**src/rtl/multicycle_control_fsm_if.sv**
```systemverilog
// Control bundle between the multicycle sequencer and the datapath.
// master: sequencer (drives selects/enables); slave: datapath side.
interface multicycle_control_fsm_if;
  // Instruction fields and memory handshake
  logic [1:0] Op;
  logic [5:0] Funct;
  logic       mem_ready;

  // Datapath selects and raw enables
  logic       IRWrite;
  logic       AdrSrc;
  logic       ALUSrcA;
  logic [1:0] ALUSrcB;
  logic [1:0] ResultSrc;
  logic       ALUOp;
  logic       NextPC;
  logic       RegW;
  logic       MemW;
  logic       Branch;
  logic [1:0] FlagW;

  modport master (
    input  Op,
    input  Funct,
    input  mem_ready,
    output IRWrite,
    output AdrSrc,
    output ALUSrcA,
    output ALUSrcB,
    output ResultSrc,
    output ALUOp,
    output NextPC,
    output RegW,
    output MemW,
    output Branch,
    output FlagW
  );

  modport slave (
    output Op,
    output Funct,
    output mem_ready,
    input  IRWrite,
    input  AdrSrc,
    input  ALUSrcA,
    input  ALUSrcB,
    input  ResultSrc,
    input  ALUOp,
    input  NextPC,
    input  RegW,
    input  MemW,
    input  Branch,
    input  FlagW
  );
endinterface

```
**src/rtl/multicycle_control_fsm.sv**
```systemverilog
// Multicycle ARMv4 main sequencer: fetch/decode/execute/mem/wb.
// Ports: clk, rst (async high), bus (control bundle), state_o, instr_count.
module multicycle_control_fsm #(
  parameter int CNT_W = 32
) (
  input  logic             clk,
  input  logic             rst,
  multicycle_control_fsm_if.master bus,
  output logic [3:0]       state_o,
  output logic [CNT_W-1:0] instr_count
);

  typedef enum logic [3:0] {
    FETCH    = 4'd0,
    DECODE   = 4'd1,
    MEMADR   = 4'd2,
    MEMREAD  = 4'd3,
    MEMWB    = 4'd4,
    MEMWRITE = 4'd5,
    EXECUTER = 4'd6,
    EXECUTEI = 4'd7,
    ALUWB    = 4'd8,
    BRANCH   = 4'd9
  } state_t;

  state_t           state_q;
  state_t           state_d;
  logic [CNT_W-1:0] cnt_q;
  logic [CNT_W-1:0] cnt_d;
  logic             retire;

  // Funct[4:1] only matter to the ALU decoder, not to sequencing
  logic unused_funct;
  assign unused_funct = ^bus.Funct[4:1];

  // Local copies of the inputs keep the decode terse
  logic [1:0] op;
  logic       fi;
  logic       fs;
  logic       rdy;

  assign op  = bus.Op;
  assign fi  = bus.Funct[5];
  assign fs  = bus.Funct[0];
  assign rdy = bus.mem_ready;

  // State and counter registers
  always_ff @(posedge clk or posedge rst) begin
    if (rst) begin
      state_q <= FETCH;
      cnt_q   <= '0;
    end else begin
      state_q <= state_d;
      cnt_q   <= cnt_d;
    end
  end

  // Next-state logic
  always_comb begin
    state_d = FETCH;
    case (state_q)
      FETCH: begin
        state_d = rdy ? DECODE : FETCH;
      end
      DECODE: begin
        unique case (1'b1)
          (op == 2'b01):        state_d = MEMADR;
          (op == 2'b00) && !fi: state_d = EXECUTER;
          (op == 2'b00) && fi:  state_d = EXECUTEI;
          (op == 2'b10):        state_d = BRANCH;
          (op == 2'b11):        state_d = FETCH;
        endcase
      end
      MEMADR: begin
        state_d = fs ? MEMREAD : MEMWRITE;
      end
      MEMREAD: begin
        state_d = rdy ? MEMWB : MEMREAD;
      end
      MEMWB: begin
        state_d = FETCH;
      end
      MEMWRITE: begin
        state_d = rdy ? FETCH : MEMWRITE;
      end
      EXECUTER: begin
        state_d = ALUWB;
      end
      EXECUTEI: begin
        state_d = ALUWB;
      end
      ALUWB: begin
        state_d = FETCH;
      end
      BRANCH: begin
        state_d = FETCH;
      end
      default: begin
        state_d = FETCH;
      end
    endcase
  end

  // An instruction retires on every path that lands back in FETCH,
  // including the Op=11 NOP leaving DECODE.
  always_comb begin
    retire = 1'b0;
    case (state_q)
      DECODE:   retire = (op == 2'b11);
      MEMWB:    retire = 1'b1;
      MEMWRITE: retire = rdy;
      ALUWB:    retire = 1'b1;
      BRANCH:   retire = 1'b1;
      default:  retire = 1'b0;
    endcase
  end

  // Wraps naturally at 2^CNT_W
  assign cnt_d = retire ? cnt_q + 1'b1 : cnt_q;

  // Output decode
  always_comb begin
    bus.IRWrite   = 1'b0;
    bus.AdrSrc    = 1'b0;
    bus.ALUSrcA   = 1'b0;
    bus.ALUSrcB   = 2'b00;
    bus.ResultSrc = 2'b00;
    bus.ALUOp     = 1'b0;
    bus.NextPC    = 1'b0;
    bus.RegW      = 1'b0;
    bus.MemW      = 1'b0;
    bus.Branch    = 1'b0;
    bus.FlagW     = 2'b00;
    case (state_q)
      FETCH: begin
        // PC+4 computed by the ALU; IR/PC load on the ready cycle only
        bus.ALUSrcA   = 1'b1;
        bus.ALUSrcB   = 2'b10;
        bus.ResultSrc = 2'b10;
        bus.IRWrite   = rdy;
        bus.NextPC    = rdy;
      end
      DECODE: begin
        // PC+8 for R15 reads
        bus.ALUSrcA   = 1'b1;
        bus.ALUSrcB   = 2'b10;
        bus.ResultSrc = 2'b10;
      end
      MEMADR: begin
        bus.ALUSrcB = 2'b01;
      end
      MEMREAD: begin
        bus.AdrSrc = 1'b1;
      end
      MEMWB: begin
        bus.ResultSrc = 2'b01;
        bus.RegW      = 1'b1;
      end
      MEMWRITE: begin
        bus.AdrSrc = 1'b1;
        bus.MemW   = 1'b1;
      end
      EXECUTER: begin
        bus.ALUOp = 1'b1;
        bus.FlagW = {2{fs}};
      end
      EXECUTEI: begin
        bus.ALUSrcB = 2'b01;
        bus.ALUOp   = 1'b1;
        bus.FlagW   = {2{fs}};
      end
      ALUWB: begin
        bus.RegW = 1'b1;
      end
      BRANCH: begin
        bus.ALUSrcB   = 2'b01;
        bus.ResultSrc = 2'b10;
        bus.Branch    = 1'b1;
      end
      default: begin
        bus.RegW = 1'b0;
      end
    endcase
  end

  assign state_o     = state_q;
  assign instr_count = cnt_q;

endmodule
```
**src/flat_wrapper.sv**
```systemverilog
// flat-port wrapper written by rule: the top's interface ports become plain ports
module multicycle_control_fsm_flat 
#(
  parameter int CNT_W = 32
)
  (clk, rst, state_o, instr_count, bus_Op, bus_Funct, bus_mem_ready, bus_IRWrite, bus_AdrSrc, bus_ALUSrcA, bus_ALUSrcB, bus_ResultSrc, bus_ALUOp, bus_NextPC, bus_RegW, bus_MemW, bus_Branch, bus_FlagW);
  multicycle_control_fsm_if bus_i ();
  input  logic clk;
  input  logic rst;
  output logic [3:0] state_o;
  output logic [CNT_W-1:0] instr_count;
  input wire logic [$bits(bus_i.Op)-1:0] bus_Op;
  input wire logic [$bits(bus_i.Funct)-1:0] bus_Funct;
  input wire logic [$bits(bus_i.mem_ready)-1:0] bus_mem_ready;
  output wire logic [$bits(bus_i.IRWrite)-1:0] bus_IRWrite;
  output wire logic [$bits(bus_i.AdrSrc)-1:0] bus_AdrSrc;
  output wire logic [$bits(bus_i.ALUSrcA)-1:0] bus_ALUSrcA;
  output wire logic [$bits(bus_i.ALUSrcB)-1:0] bus_ALUSrcB;
  output wire logic [$bits(bus_i.ResultSrc)-1:0] bus_ResultSrc;
  output wire logic [$bits(bus_i.ALUOp)-1:0] bus_ALUOp;
  output wire logic [$bits(bus_i.NextPC)-1:0] bus_NextPC;
  output wire logic [$bits(bus_i.RegW)-1:0] bus_RegW;
  output wire logic [$bits(bus_i.MemW)-1:0] bus_MemW;
  output wire logic [$bits(bus_i.Branch)-1:0] bus_Branch;
  output wire logic [$bits(bus_i.FlagW)-1:0] bus_FlagW;
  assign bus_i.Op = bus_Op;
  assign bus_i.Funct = bus_Funct;
  assign bus_i.mem_ready = bus_mem_ready;
  assign bus_IRWrite = bus_i.IRWrite;
  assign bus_AdrSrc = bus_i.AdrSrc;
  assign bus_ALUSrcA = bus_i.ALUSrcA;
  assign bus_ALUSrcB = bus_i.ALUSrcB;
  assign bus_ResultSrc = bus_i.ResultSrc;
  assign bus_ALUOp = bus_i.ALUOp;
  assign bus_NextPC = bus_i.NextPC;
  assign bus_RegW = bus_i.RegW;
  assign bus_MemW = bus_i.MemW;
  assign bus_Branch = bus_i.Branch;
  assign bus_FlagW = bus_i.FlagW;
  multicycle_control_fsm #(.CNT_W(CNT_W)) u_core (.clk(clk), .rst(rst), .bus(bus_i), .state_o(state_o), .instr_count(instr_count));
endmodule
```
**config.mk**
```make
export PLATFORM = sky130hd
export DESIGN_NAME = multicycle_control_fsm_flat
export DESIGN_NICKNAME = d
export VERILOG_FILES = /design/src/rtl/multicycle_control_fsm_if.sv /design/src/rtl/multicycle_control_fsm.sv /design/src/flat_wrapper.sv
export SDC_FILE = /design/constraint.sdc
export NUM_CORES = 1
export LEC_CHECK = 0
export ABC_AREA = 1
export BUFFER_PORTS_ARGS = -buffer_cell sky130_fd_sc_hd__buf_2
export CORE_ASPECT_RATIO = 1.2
export CORE_MARGIN = 2
export CORE_UTILIZATION = 57
export CTS_BUF_LIST = sky130_fd_sc_hd__clkbuf_16
export CTS_CLUSTER_SIZE = 20
export DETAILED_ROUTE_END_ITERATION = 7
export PLACE_DENSITY_LB_ADDON = 0.1
export RECOVER_POWER = 100
export SYNTH_ARGS = -nofsm -noshare
export SYNTH_HDL_FRONTEND = slang
export SYNTH_SLANG_ARGS = --single-unit
```
**constraint.sdc**
```tcl
create_clock -name clk -period 2.35 [get_ports clk]
set_input_delay 0.235 -clock clk [delete_from_list [all_inputs] [get_ports clk]]
set_output_delay 0.235 -clock clk [all_outputs]
set_load 0.02 [all_outputs]
```
Word-level counts from Yosys, hierarchy flattened
Index checks and enable logic that the tools add are counted.
Widths: inputs -> output; s select.
{ "totals": {"ff_bits": 36, "in_bits": 11} }
{ "classes": {"n_addsub": 1, "eq_ne": 12, "muxes": 17, "n_reduce_logical": 12} }
{ "ops": {"columns": ["op", "n"], "rows": [
  ["$add 32x1->32 const B", 1],
  ["$pmux 4 s6", 1],
  ["$pmux 4 s5", 1],
  ["$eq 4x3->1 const B", 4],
  ["$mux 3", 3],
  ["$reduce_or 3->1", 3],
  ["$eq 4x2->1 const B", 2],
  ["$eq 4x4->1 const B", 2],
  ["$mux 1", 8],
  ["$pmux 2 s2", 2],
  ["$reduce_or 2->1", 4],
  ["$eq 2x2->1 const B", 2],
  ["$eq 4x1->1 const B", 1],
  ["$logic_not 4->1", 1],
  ["$pmux 1 s3", 1],
  ["$eq 2x1->1 const B", 1],
  ["$logic_and 1x1->1", 2],
  ["$logic_not 2->1", 1],
  ["$mux 2", 1],
  ["$logic_not 1->1", 1]
]} }

Logic depth before layout (Yosys ltp)
Gate-level depths: netlist of the first run.
{ "logic_depth": {"depth_word": 4, "mapped_depth": 11} }

Worst setup path before layout of the first run
No wires, ideal clock.
{ "synth_path": {"path_kind": "reg2out", "start": "register u_core.state_q[3], in the netlist u_core.state_o[3]", "end": "output port bus_NextPC", "t_arrival_ps": 1692, "required_time_ps": 2115, "slack_ps": 423, "path_stages_with_launch": 5, "cell_sequence": "dfrtp_1 nor2_1 inv_1 nor3_1 buf_4"} }
{ "synth_between": {"elab_chain_len": 2} }
{ "synth_rtl": {"columns": ["item", "line_no", "text"], "rows": [
  ["start: declaration", "multicycle_control_fsm.sv:26", "state_t state_q;"],
  ["start signal: assignment", "multicycle_control_fsm.sv:53", "state_q <= state_d;"],
  ["$logic_not 4->1", null, null],
  ["$mux 1", null, null],
  ["end: declaration", "flat_wrapper.sv:21", "output wire logic [$bits(bus_i.NextPC)-1:0] bus_NextPC;"]
]} }
Every way passes these cells.

Final worst setup path of the first run
{ "layout_path": {"start": "register u_core.state_q[3], in the netlist u_core.state_o[3]", "end": "output port bus_ALUSrcB[0]"} }
{ "layout_between": {"elab_chain_len": 3, "elab_cells_between_ends": 8, "cone_classes": "eq/ne (4); mux (1); reduce/logical (3)"} }
{ "layout_rtl": {"columns": ["item", "line_no", "text"], "rows": [
  ["$eq 4x2->1, or another cell as far along", "multicycle_control_fsm.sv:134", "case (state_q)"],
  ["$reduce_or 3->1 (no source line) or $reduce_or 2->1 (tied branches)", null, null],
  ["$pmux 2 s2 *", "multicycle_control_fsm.sv:134", null],
  ["end: declaration", "flat_wrapper.sv:18", "output wire logic [$bits(bus_i.ALUSrcB)-1:0] bus_ALUSrcB;"]
]} }
Every way passes the cells marked *; elsewhere a longest branch is shown, timed or not.

==> impl_metrics.py, run 1 <==
metrics = {
    "timing": {
        "setup_viol": 0,
        "rsz0062_at_grt": "no",
        "final-hold-violation-count": 0,
        "fin_skew_ns": 0.007561,
        "finalCritPeriodShare": 0.8799,
        "max_slew_margin": -0.2839,
        "finalCriticalPeriod_ns": 2.068,
        "tightest_slew_ns": 1.926,
        "slew_violations": 37,
        "tns_ns": 0,
        "max_freq_mhz": 483.6,
    },
    "placed_design": {
        "dp_cells": 439,
        "routabilityCongestion": 0.9719,
        "dp_hpwl_mm": 4.129,
        "place_area_sq_um": 2597,
        "numPortBuffers": 56,
    },
    "power": {
        "p_leak_nw": 1.240,
        "p_int_mw": 1.422,
        "p_comb_frac": 0.363,
        "power_frac_seq": 0.334,
        "pwr-share-clk": 0.304,
        "ir_drop_v": 0.0007358,
        "p_sw_mw": 1.016,
        "swShare": 0.4166,
        "power.density_nw_per_um2": 909.2,
    },
    "worst_setup_path": {
        "cp-start-kind": "flop",
        "cp-startpoint": "u_core.state_o[3]",
        "critPathRequiredTime_ns": 2.12,
        "crit_family": "simple AND/OR/NAND/NOR gates",
        "slowest_delay_ns": 0.43,
        "r2r-start": "u_core.state_o[1]",
        "endpoint_kind": "output port",
        "critical_path_class": "reg -> out",
        "slowest_stage": "dfrtp_1",
        "timing.critical_path.buf_inv": 2,
        "crit_top_cell": "nor2_1",
        "cp_max_fo": 6,
        "cp.arrival_ns": 1.83,
        "cp_cell_sequence": "nor2_1 > inv_1 > nor3_1 > nor2_1 > o21ai_0 > clkbuf_1",
    },
    "cts": {
        "h-tree-depth": 2,
        "cts_setup_buffers": 0,
        "cts_sinks": 36,
        "tritoncts.num_buffers": 5,
        "path_clk_slew_ns": 0.05,
        "tritoncts": "built",
        "postCtsResizedCells": 0,
        "clockRootBuffer": "clkbuf_16",
        "hold_buffers": 0,
        "clk_latency_ns": 0.28,
        "cts_buffer_depth": 2,
    },
    "cells_and_area": {
        "area_growth_pct": 15.71,
        "final_cell_mix": "nand2_1 (110), clkbuf_1 (50), nor2_1 (49)",
        "final_nets": 404,
        "final_common_cell": "nand2_1",
        "postLayoutCoreUtil": 0.6858,
        "num_antenna_cells": 0,
        "drive_above_1_share": 0.06870,
        "final_area_sq_um": 2681,
        "fin_cells": 447,
    },
    "floorplan": {
        "initial_core_util": 0.5926,
        "die_y_um": 73.85,
        "dieArea_sq_um": 4594,
        "ios": 61,
        "core_sq_um": 3910,
        "die_w_um": 62.21,
        "rows": 25,
    },
    "min_path": {
        "hp-start": "bus_Funct[0]",
        "hp-class": "in -> reg",
    },
    "status": {
        "outcome": "finished with violations",
        "failed_checks": "capacitance limit, slew limit",
    },
    "global_route": {
        "antenna_found_initial": 0,
        "grt.total_usage": 0.2551,
        "grt_pass1_vias": 2075,
        "gr-total-overflow": 0,
        "grt_max_degree": 42,
        "grt_pass1_wl_mm": 9.197,
    },
    "synth": {
        "synthMuxAreaShare": 0,
        "syn_area_per_cell_sq_um": 6.917,
        "synth-xor-area-share": 0.01512,
        "synth_top_family_by_area": "simple AND/OR/NAND/NOR gates",
        "ys_warn_count": 0,
        "synthAdderAreaFrac": 0.005400,
        "yosysUniqueCellTypes": 22,
        "ys_seq_elements": 36,
        "ys_seq_area_frac": 0.3888,
        "syn_nets": 347,
        "synthSimpleGateAreaFrac": 0.4444,
        "synth_cells": 335,
        "syn-cell-area_sq_um": 2317,
        "synth_compound_area_frac": 0.04266,
    },
    "route": {
        "dr.pass1.iters": 4,
        "drcViolationCount": 0,
        "viasPerCell": 5.201,
        "routedWlPerCell_um": 12.51,
        "num_vias": 2325,
        "detail-route-antenna-nets": 0,
        "drt_iter0_markers": 240,
        "drt-total-wl_mm": 5.591,
    },
    "run": {
        "maxCapViolCount": 1,
    },
}
-- final cells by class --
type	instances	area, sq um
timing repair buffer	58	227.7
fill	372	1229
clock buffer	5	125.1
sequential	36	900.9
inverter	42	157.7
multi-input combinational	249	1164
clock inverter	3	38.79
tap	54	67.56
-- routing by layer --
layer	share of wire	vias to the layer above	wire, um	track usage
met4	0.015	0	85	0.1136
met3	0.059	9	332	0.05513
met2	0.49	86	2762	0.4360
met1	0.43	1048	2411	0.3144
met5	0	-	0	0
li1	-	1182	-	-
-- tightest hold or removal path, cell delays in order --
cell     delay, ns
buf_2         0.09
nand2_1       0.05
nand3_1       0.06
-- power groups by stage --
stage	clock network (mW)	logic (mW)	registers, mW
6_report	0.740	0.884	0.813
5_1_grt	0.775	0.988	0.829
4_1_cts	0.755	0.959	0.814
3_5_place_dp	0	0.954	0.823
3_3_place_gp	0	0.941	0.818
2_1_floorplan	0	0.717	0.906
-- logic make-up after synthesis --
| group | count (synthesis) |
|---|---|
| AOI/OAI and AO/OA | 19 |
| xor gates and xnor gates | 4 |
| and+or+nand+nor | 225 |
| adders and majority gates | 1 |
| DFF | 36 |
| buffers and inverters | 50 |
-- sequential cells by signal, indices dropped and copies added, names as in the netlist --
register            flops
u_core.instr_count     32
u_core.state_o          4
-- path summary, 6_finish.rpt --
check                                               to  depth (start not counted)  slack, ns
min in group asynchronous       u_core.instr_count[24]                          3       0.64
worst min-delay path                 u_core.state_o[1]                          3       0.19
worst min register to register  u_core.instr_count[31]                          2       0.49
worst max register to register   u_core.instr_count[7]                          7       0.38
worst max-delay path                    bus_ALUSrcB[0]                          6       0.28
max in group asynchronous       u_core.instr_count[27]                          3       0.60
-- cell usage after synthesis --
cell type    n  share of area
nor2_1      48          0.078
nor2_2       3         0.0081
nand2_4      1         0.0049
or2_2        2         0.0054
nand2_2      4          0.011
nand3_1     18          0.039
xnor2_1      4          0.015
inv_2        3         0.0049
o21ai_1      1         0.0022
nand3b_1    18          0.058
nor3_1       4         0.0086
nor2_4       1         0.0049
o21ai_0     17          0.037
buf_4        2         0.0065
nand3_2      2         0.0086
ha_1         1         0.0054
buf_6        6          0.029
nand2_1    108           0.17
inv_1       39          0.063
nand4_1     16          0.043
dfrtp_1     36           0.39
o2111ai_1    1         0.0038
-- stage by stage --
step / power (mW) / hold slack [ns] / setup WS [ns]
after floorplan: 1.623 / 0.3446 / 0.4227
after global placement: 1.759 / 0.3628 / 0.6840
after global routing: 2.592 / 0.1942 / 0.09459
after detailed placement: 1.778 / 0.3680 / 0.6525
final: 2.438 / 0.1879 / 0.2822
after CTS: 2.527 / 0.06757 / 0.3502
(Power assumes the default switching activity.)
==> run 2, diff against run 1 <==
--- a/config.mk
+++ b/config.mk
@@ -7,9 +7,11 @@
 export LEC_CHECK = 0
 export ABC_AREA = 1
 export BUFFER_PORTS_ARGS = -buffer_cell sky130_fd_sc_hd__buf_2
+export CELL_PAD_IN_SITES_DETAIL_PLACEMENT = 0
+export CELL_PAD_IN_SITES_GLOBAL_PLACEMENT = 1
 export CORE_ASPECT_RATIO = 1.2
 export CORE_MARGIN = 2
-export CORE_UTILIZATION = 57
+export CORE_UTILIZATION = 40
 export CTS_BUF_LIST = sky130_fd_sc_hd__clkbuf_16
 export CTS_CLUSTER_SIZE = 20
 export DETAILED_ROUTE_END_ITERATION = 7
==> impl_metrics.py, run 2 (same netlist as run 1, synthesis figures left out) <==
metrics = {
    "run": {
        "maxCapViolCount": 1,
    },
    "route": {
        "drt_iter0_markers": 159,
        "viasPerCell": 5.002,
        "drcViolationCount": 0,
        "routedWlPerCell_um": 13.07,
        "num_vias": 2281,
        "dr.pass1.iters": 5,
        "drt-total-wl_mm": 5.960,
        "detail-route-antenna-nets": 0,
    },
    "cts": {
        "path_clk_slew_ns": 0.06,
        "cts_sinks": 36,
        "hold_buffers": 0,
        "clockRootBuffer": "clkbuf_16",
        "clk_latency_ns": 0.28,
        "tritoncts": "built",
        "cts_buffer_depth": 2,
        "h-tree-depth": 2,
        "cts_setup_buffers": 0,
        "tritoncts.num_buffers": 5,
        "postCtsResizedCells": 0,
    },
    "timing": {
        "final-hold-violation-count": 0,
        "finalCritPeriodShare": 0.8932,
        "fin_skew_ns": 0.003725,
        "slew_violations": 37,
        "tightest_slew_ns": 2.005,
        "finalCriticalPeriod_ns": 2.099,
        "rsz0062_at_grt": "no",
        "tns_ns": 0,
        "setup_viol": 0,
        "max_freq_mhz": 476.4,
        "max_slew_margin": -0.3365,
    },
    "status": {
        "failed_checks": "capacitance limit, slew limit",
        "outcome": "finished with violations",
    },
    "floorplan": {
        "dieArea_sq_um": 6420,
        "die_w_um": 73.48,
        "rows": 30,
        "die_y_um": 87.38,
        "ios": 61,
        "core_sq_um": 5630,
        "initial_core_util": 0.4116,
    },
    "power": {
        "power_frac_seq": 0.331,
        "power.density_nw_per_um2": 911.4,
        "ir_drop_v": 0.0006990,
        "p_int_mw": 1.419,
        "p_comb_frac": 0.357,
        "p_leak_nw": 1.230,
        "power.total_mw": 2.452,
        "p_sw_mw": 1.032,
        "swShare": 0.4211,
        "pwr-share-clk": 0.311,
    },
    "global_route": {
        "gr-total-overflow": 0,
        "grt.total_usage": 0.1974,
        "grt_pass1_vias": 2001,
        "antenna_found_initial": 0,
        "grt_max_degree": 42,
        "grt_pass1_wl_mm": 9.715,
    },
    "worst_setup_path": {
        "cp_max_fo": 6,
        "timing.critical_path.buf_inv": 2,
        "endpoint_kind": "output port",
        "critPathRequiredTime_ns": 2.12,
        "ff2ff_setup_slack_ns": 0.47,
        "cp_cell_sequence": "nor2_1 > inv_1 > nor3_1 > nor2_1 > o21ai_0 > clkbuf_1",
        "crit_family": "simple AND/OR/NAND/NOR gates",
        "critical_path_class": "reg -> out",
        "slowest_stage": "dfrtp_1",
        "cp.arrival_ns": 1.86,
        "worst-path-stages": 6,
        "crit_top_cell": "nor2_1",
        "slowest_delay_ns": 0.44,
        "ff2ff_path_depth": 8,
        "cp-start-kind": "flop",
    },
    "cells_and_area": {
        "drive_above_1_share": 0.06633,
        "final_cell_mix": "nand2_1 (111), clkbuf_1 (50), nor2_1 (49)",
        "final_common_cell": "nand2_1",
        "area_growth_pct": 16.09,
        "num_antenna_cells": 0,
        "final_nets": 403,
        "largest_register_ff_count": 32,
        "final.fill_count": 628,
    },
    "min_path": {
        "hold_depth": 3,
        "hp-class": "in -> reg",
    },
    "placed_design": {
        "routabilityCongestion": 0.8031,
        "numPortBuffers": 56,
        "dp_hpwl_mm": 4.406,
    },
}
-- run 2: final timing paths --
check,startpoint,endpoint
min reg2reg,u_core.instr_count[31],u_core.instr_count[31]
min,bus_Funct[0],u_core.state_o[1]
max,u_core.state_o[3],bus_ALUSrcB[0]
max reg2reg,u_core.state_o[3],u_core.instr_count[19]
min in group asynchronous,rst,u_core.instr_count[2]
max in group asynchronous,rst,u_core.instr_count[21]
-- run 2: layer usage --
metal	global-route usage	share of wire	vias up
met1	0.2730	0.48	1038
met3	0.03472	0.042	10
met5	0	0	-
li1	-	-	1179
met2	0.2963	0.45	54
met4	0.09256	0.025	0
-- run 2: cell type report --
type                            instances  area [sq um]  share of cell area
Clock inverter                          3         42.54             0.01581
Timing Repair Buffer                   57         222.7             0.08279
Clock buffer                            5         125.1             0.04651
Sequential cell                        36         900.9              0.3349
Tap cell                               64         80.08             0.02977
Inverter                               42         157.7             0.05860
Multi-Input combinational cell        249          1161              0.4316
-- run 2: power groups by stage --
stage               registers [mW]  clock network (mW)  logic, mW
finish                       0.812               0.763      0.876
detailed placement           0.826                   0      0.943
floorplan                    0.906                   0      0.717
global route                 0.828               0.815      0.986
global placement             0.823                   0      0.947
CTS                          0.815               0.789      0.949
-- run 2: stage by stage --
step                      worst slack (ns)  instances  cell area [sq um]  hold WS, ns  utilization
after floorplan                     0.4227        335               2317       0.3446            -
after global placement              0.5449        448               2603       0.3785       0.4622
after detailed placement            0.5280        448               2603       0.3764       0.4622
after CTS                           0.3071        456               2770      0.07265       0.4920
after global routing               0.07536        456               2690       0.2162       0.4778
final                               0.2509        456               2690       0.1739       0.4778
-- run 2: tightest hold or removal path: stages --
cell	delay (ns)
buf_2	0.09
nand2_1	0.05
nand3_1	0.05
==> run 3, diff against run 2 <==
--- a/config.mk
+++ b/config.mk
@@ -7,11 +7,9 @@
 export LEC_CHECK = 0
 export ABC_AREA = 1
 export BUFFER_PORTS_ARGS = -buffer_cell sky130_fd_sc_hd__buf_2
-export CELL_PAD_IN_SITES_DETAIL_PLACEMENT = 0
-export CELL_PAD_IN_SITES_GLOBAL_PLACEMENT = 1
 export CORE_ASPECT_RATIO = 1.2
 export CORE_MARGIN = 2
-export CORE_UTILIZATION = 40
+export CORE_UTILIZATION = 57
 export CTS_BUF_LIST = sky130_fd_sc_hd__clkbuf_16
 export CTS_CLUSTER_SIZE = 20
 export DETAILED_ROUTE_END_ITERATION = 7
==> constraint.sdc (replaced) <==
create_clock -name clk -period 2.6 [get_ports clk]
set_input_delay 0.26 -clock clk [delete_from_list [all_inputs] [get_ports clk]]
set_output_delay 0.26 -clock clk [all_outputs]
set_load 0.02 [all_outputs]
==> impl_metrics.py, run 3 (same netlist as run 1, synthesis figures left out) <==
metrics = {
    "worst_setup_path": {
        "cp_max_fo": 22,
        "r2r-end": "u_core.instr_count[4]",
        "cp.arrival_ns": 2.27,
        "cp-startpoint": "u_core.state_o[1]",
        "ff2ff_path_depth": 7,
        "critical_path_class": "reg -> reg",
        "cp-start-kind": "flop",
        "ff2ff_setup_slack_ns": 0.48,
        "critPathRequiredTime_ns": 2.75,
        "endpoint_kind": "flop",
        "r2r-start": "u_core.state_o[1]",
    },
    "cts": {
        "cts_sinks": 36,
        "path_clk_slew_ns": 0.06,
        "tritoncts.num_buffers": 5,
        "clk_latency_ns": 0.28,
        "tritoncts": "built",
        "cts_setup_buffers": 0,
        "clockRootBuffer": "clkbuf_16",
        "cts_buffer_depth": 2,
        "hold_buffers": 0,
        "h-tree-depth": 2,
        "postCtsResizedCells": 0,
    },
    "timing": {
        "setup_viol": 0,
        "max_slew_margin": -0.3219,
        "setup_ws_ns": 0.4838,
        "rsz0062_at_grt": "no",
        "tightest_slew_ns": 1.983,
        "max_freq_mhz": 472.5,
        "fin_skew_ns": 0.003853,
        "tns_ns": 0,
        "final-hold-violation-count": 0,
        "slew_violations": 37,
        "finalCriticalPeriod_ns": 2.116,
        "finalCritPeriodShare": 0.8139,
    },
    "power": {
        "power.total_mw": 2.102,
        "ir_drop_v": 0.0005941,
        "pwr-share-clk": 0.275,
        "swShare": 0.4391,
        "p_int_mw": 1.179,
        "p_sw_mw": 0.9231,
        "power_frac_seq": 0.349,
        "p_leak_nw": 1.225,
        "p_comb_frac": 0.375,
        "power.density_nw_per_um2": 796.0,
    },
    "cells_and_area": {
        "largest_register_ff_count": 32,
        "num_antenna_cells": 0,
        "area_growth_pct": 13.98,
        "final_common_cell": "nand2_1",
        "final_nets": 404,
        "final_cell_mix": "nand2_1 (111), nor2_1 (50), clkbuf_1 (50)",
        "drive_above_1_share": 0.06361,
        "final.fill_count": 387,
    },
    "floorplan": {
        "die_w_um": 62.21,
        "dieArea_sq_um": 4594,
        "ios": 61,
        "rows": 25,
        "core_sq_um": 3910,
        "die_y_um": 73.85,
        "initial_core_util": 0.5926,
    },
    "min_path": {
        "hp-start": "bus_Op[1]",
        "min_to": "u_core.state_o[3]",
        "hp-class": "in -> reg",
        "hold_depth": 3,
    },
    "route": {
        "viasPerCell": 5.273,
        "drcViolationCount": 0,
        "drt_iter0_markers": 248,
        "routedWlPerCell_um": 12.66,
        "num_vias": 2357,
        "detail-route-antenna-nets": 0,
        "dr.pass1.iters": 5,
        "drt-total-wl_mm": 5.658,
    },
    "global_route": {
        "grt_pass1_wl_mm": 9.425,
        "antenna_found_initial": 0,
        "top_usage_layer": "met2",
        "grt.total_usage": 0.2595,
        "grt_pass1_vias": 2170,
        "use_met3": 0.05972,
        "use_met2": 0.4565,
        "grtUsageMet1": 0.3167,
        "grt_max_degree": 42,
        "gr-total-overflow": 0,
    },
    "placed_design": {
        "dp_slack_ns": 0.8699,
        "dp_hpwl_mm": 4.076,
        "numPortBuffers": 56,
        "routabilityCongestion": 0.9671,
    },
    "status": {
        "outcome": "finished with violations",
        "failed_checks": "capacitance limit, slew limit",
    },
    "run": {
        "maxCapViolCount": 1,
    },
}
run 3: worst max-delay path, cell delays in order, from the launching register on:
cell,delay [ns]
dfrtp_1,0.44
nor2_1,0.33
nand3_1,0.18
nand2_1,0.14
nor2_1,0.05
clkbuf_1,0.37
o21ai_0,0.36
nand2_1,0.10
run 3: final cells by class:
type,instances,area (sq um),share of cell area
inverters,42,157.7,0.05969
multi-input cells,249,1149,0.4349
repair buffers,58,227.7,0.08622
well taps,54,67.56,0.02558
flip-flops and latches,36,900.9,0.3411
clock inverters,3,13.76,0.005211
clock buffers,5,125.1,0.04737
run 3: power by group through the flow:
stage	registers (mW)	logic, mW	clock network [mW]
floorplan	0.819	0.648	0
global placement	0.739	0.851	0
detailed placement	0.743	0.863	0
CTS	0.735	0.867	0.583
global route	0.746	0.882	0.603
finish	0.735	0.789	0.578
run 3: metrics by stage:
stage | hold slack [ns] | cell area, sq um | std cells | util
5_1_grt | 0.2436 | 2641 | 447 | 0.6755
4_1_cts | 0.09927 | 2736 | 447 | 0.6998
3_5_place_dp | 0.3963 | 2597 | 439 | 0.6643
6_report | 0.2110 | 2641 | 447 | 0.6755
3_3_place_gp | 0.3875 | 2597 | 439 | 0.6643
2_1_floorplan | 0.3696 | 2317 | 335 | -
run 3: worst max-delay path by stage:
stage,to,slack [ns],cells past startpoint
2_1_floorplan,bus_NextPC,0.65,4
3_3_place_gp,bus_ALUSrcB[0],0.90,6
3_5_place_dp,bus_ALUSrcB[0],0.87,6
4_1_cts,bus_ALUSrcB[0],0.57,6
5_1_grt,u_core.instr_count[17],0.19,8
6_report,u_core.instr_count[4],0.48,7
run 3: metal layers:
metal  up-vias  part of all wire
met3        13             0.067
met4         0             0.019
li1       1175                 -
met5         -                 0
met1      1075              0.44
met2        94              0.48
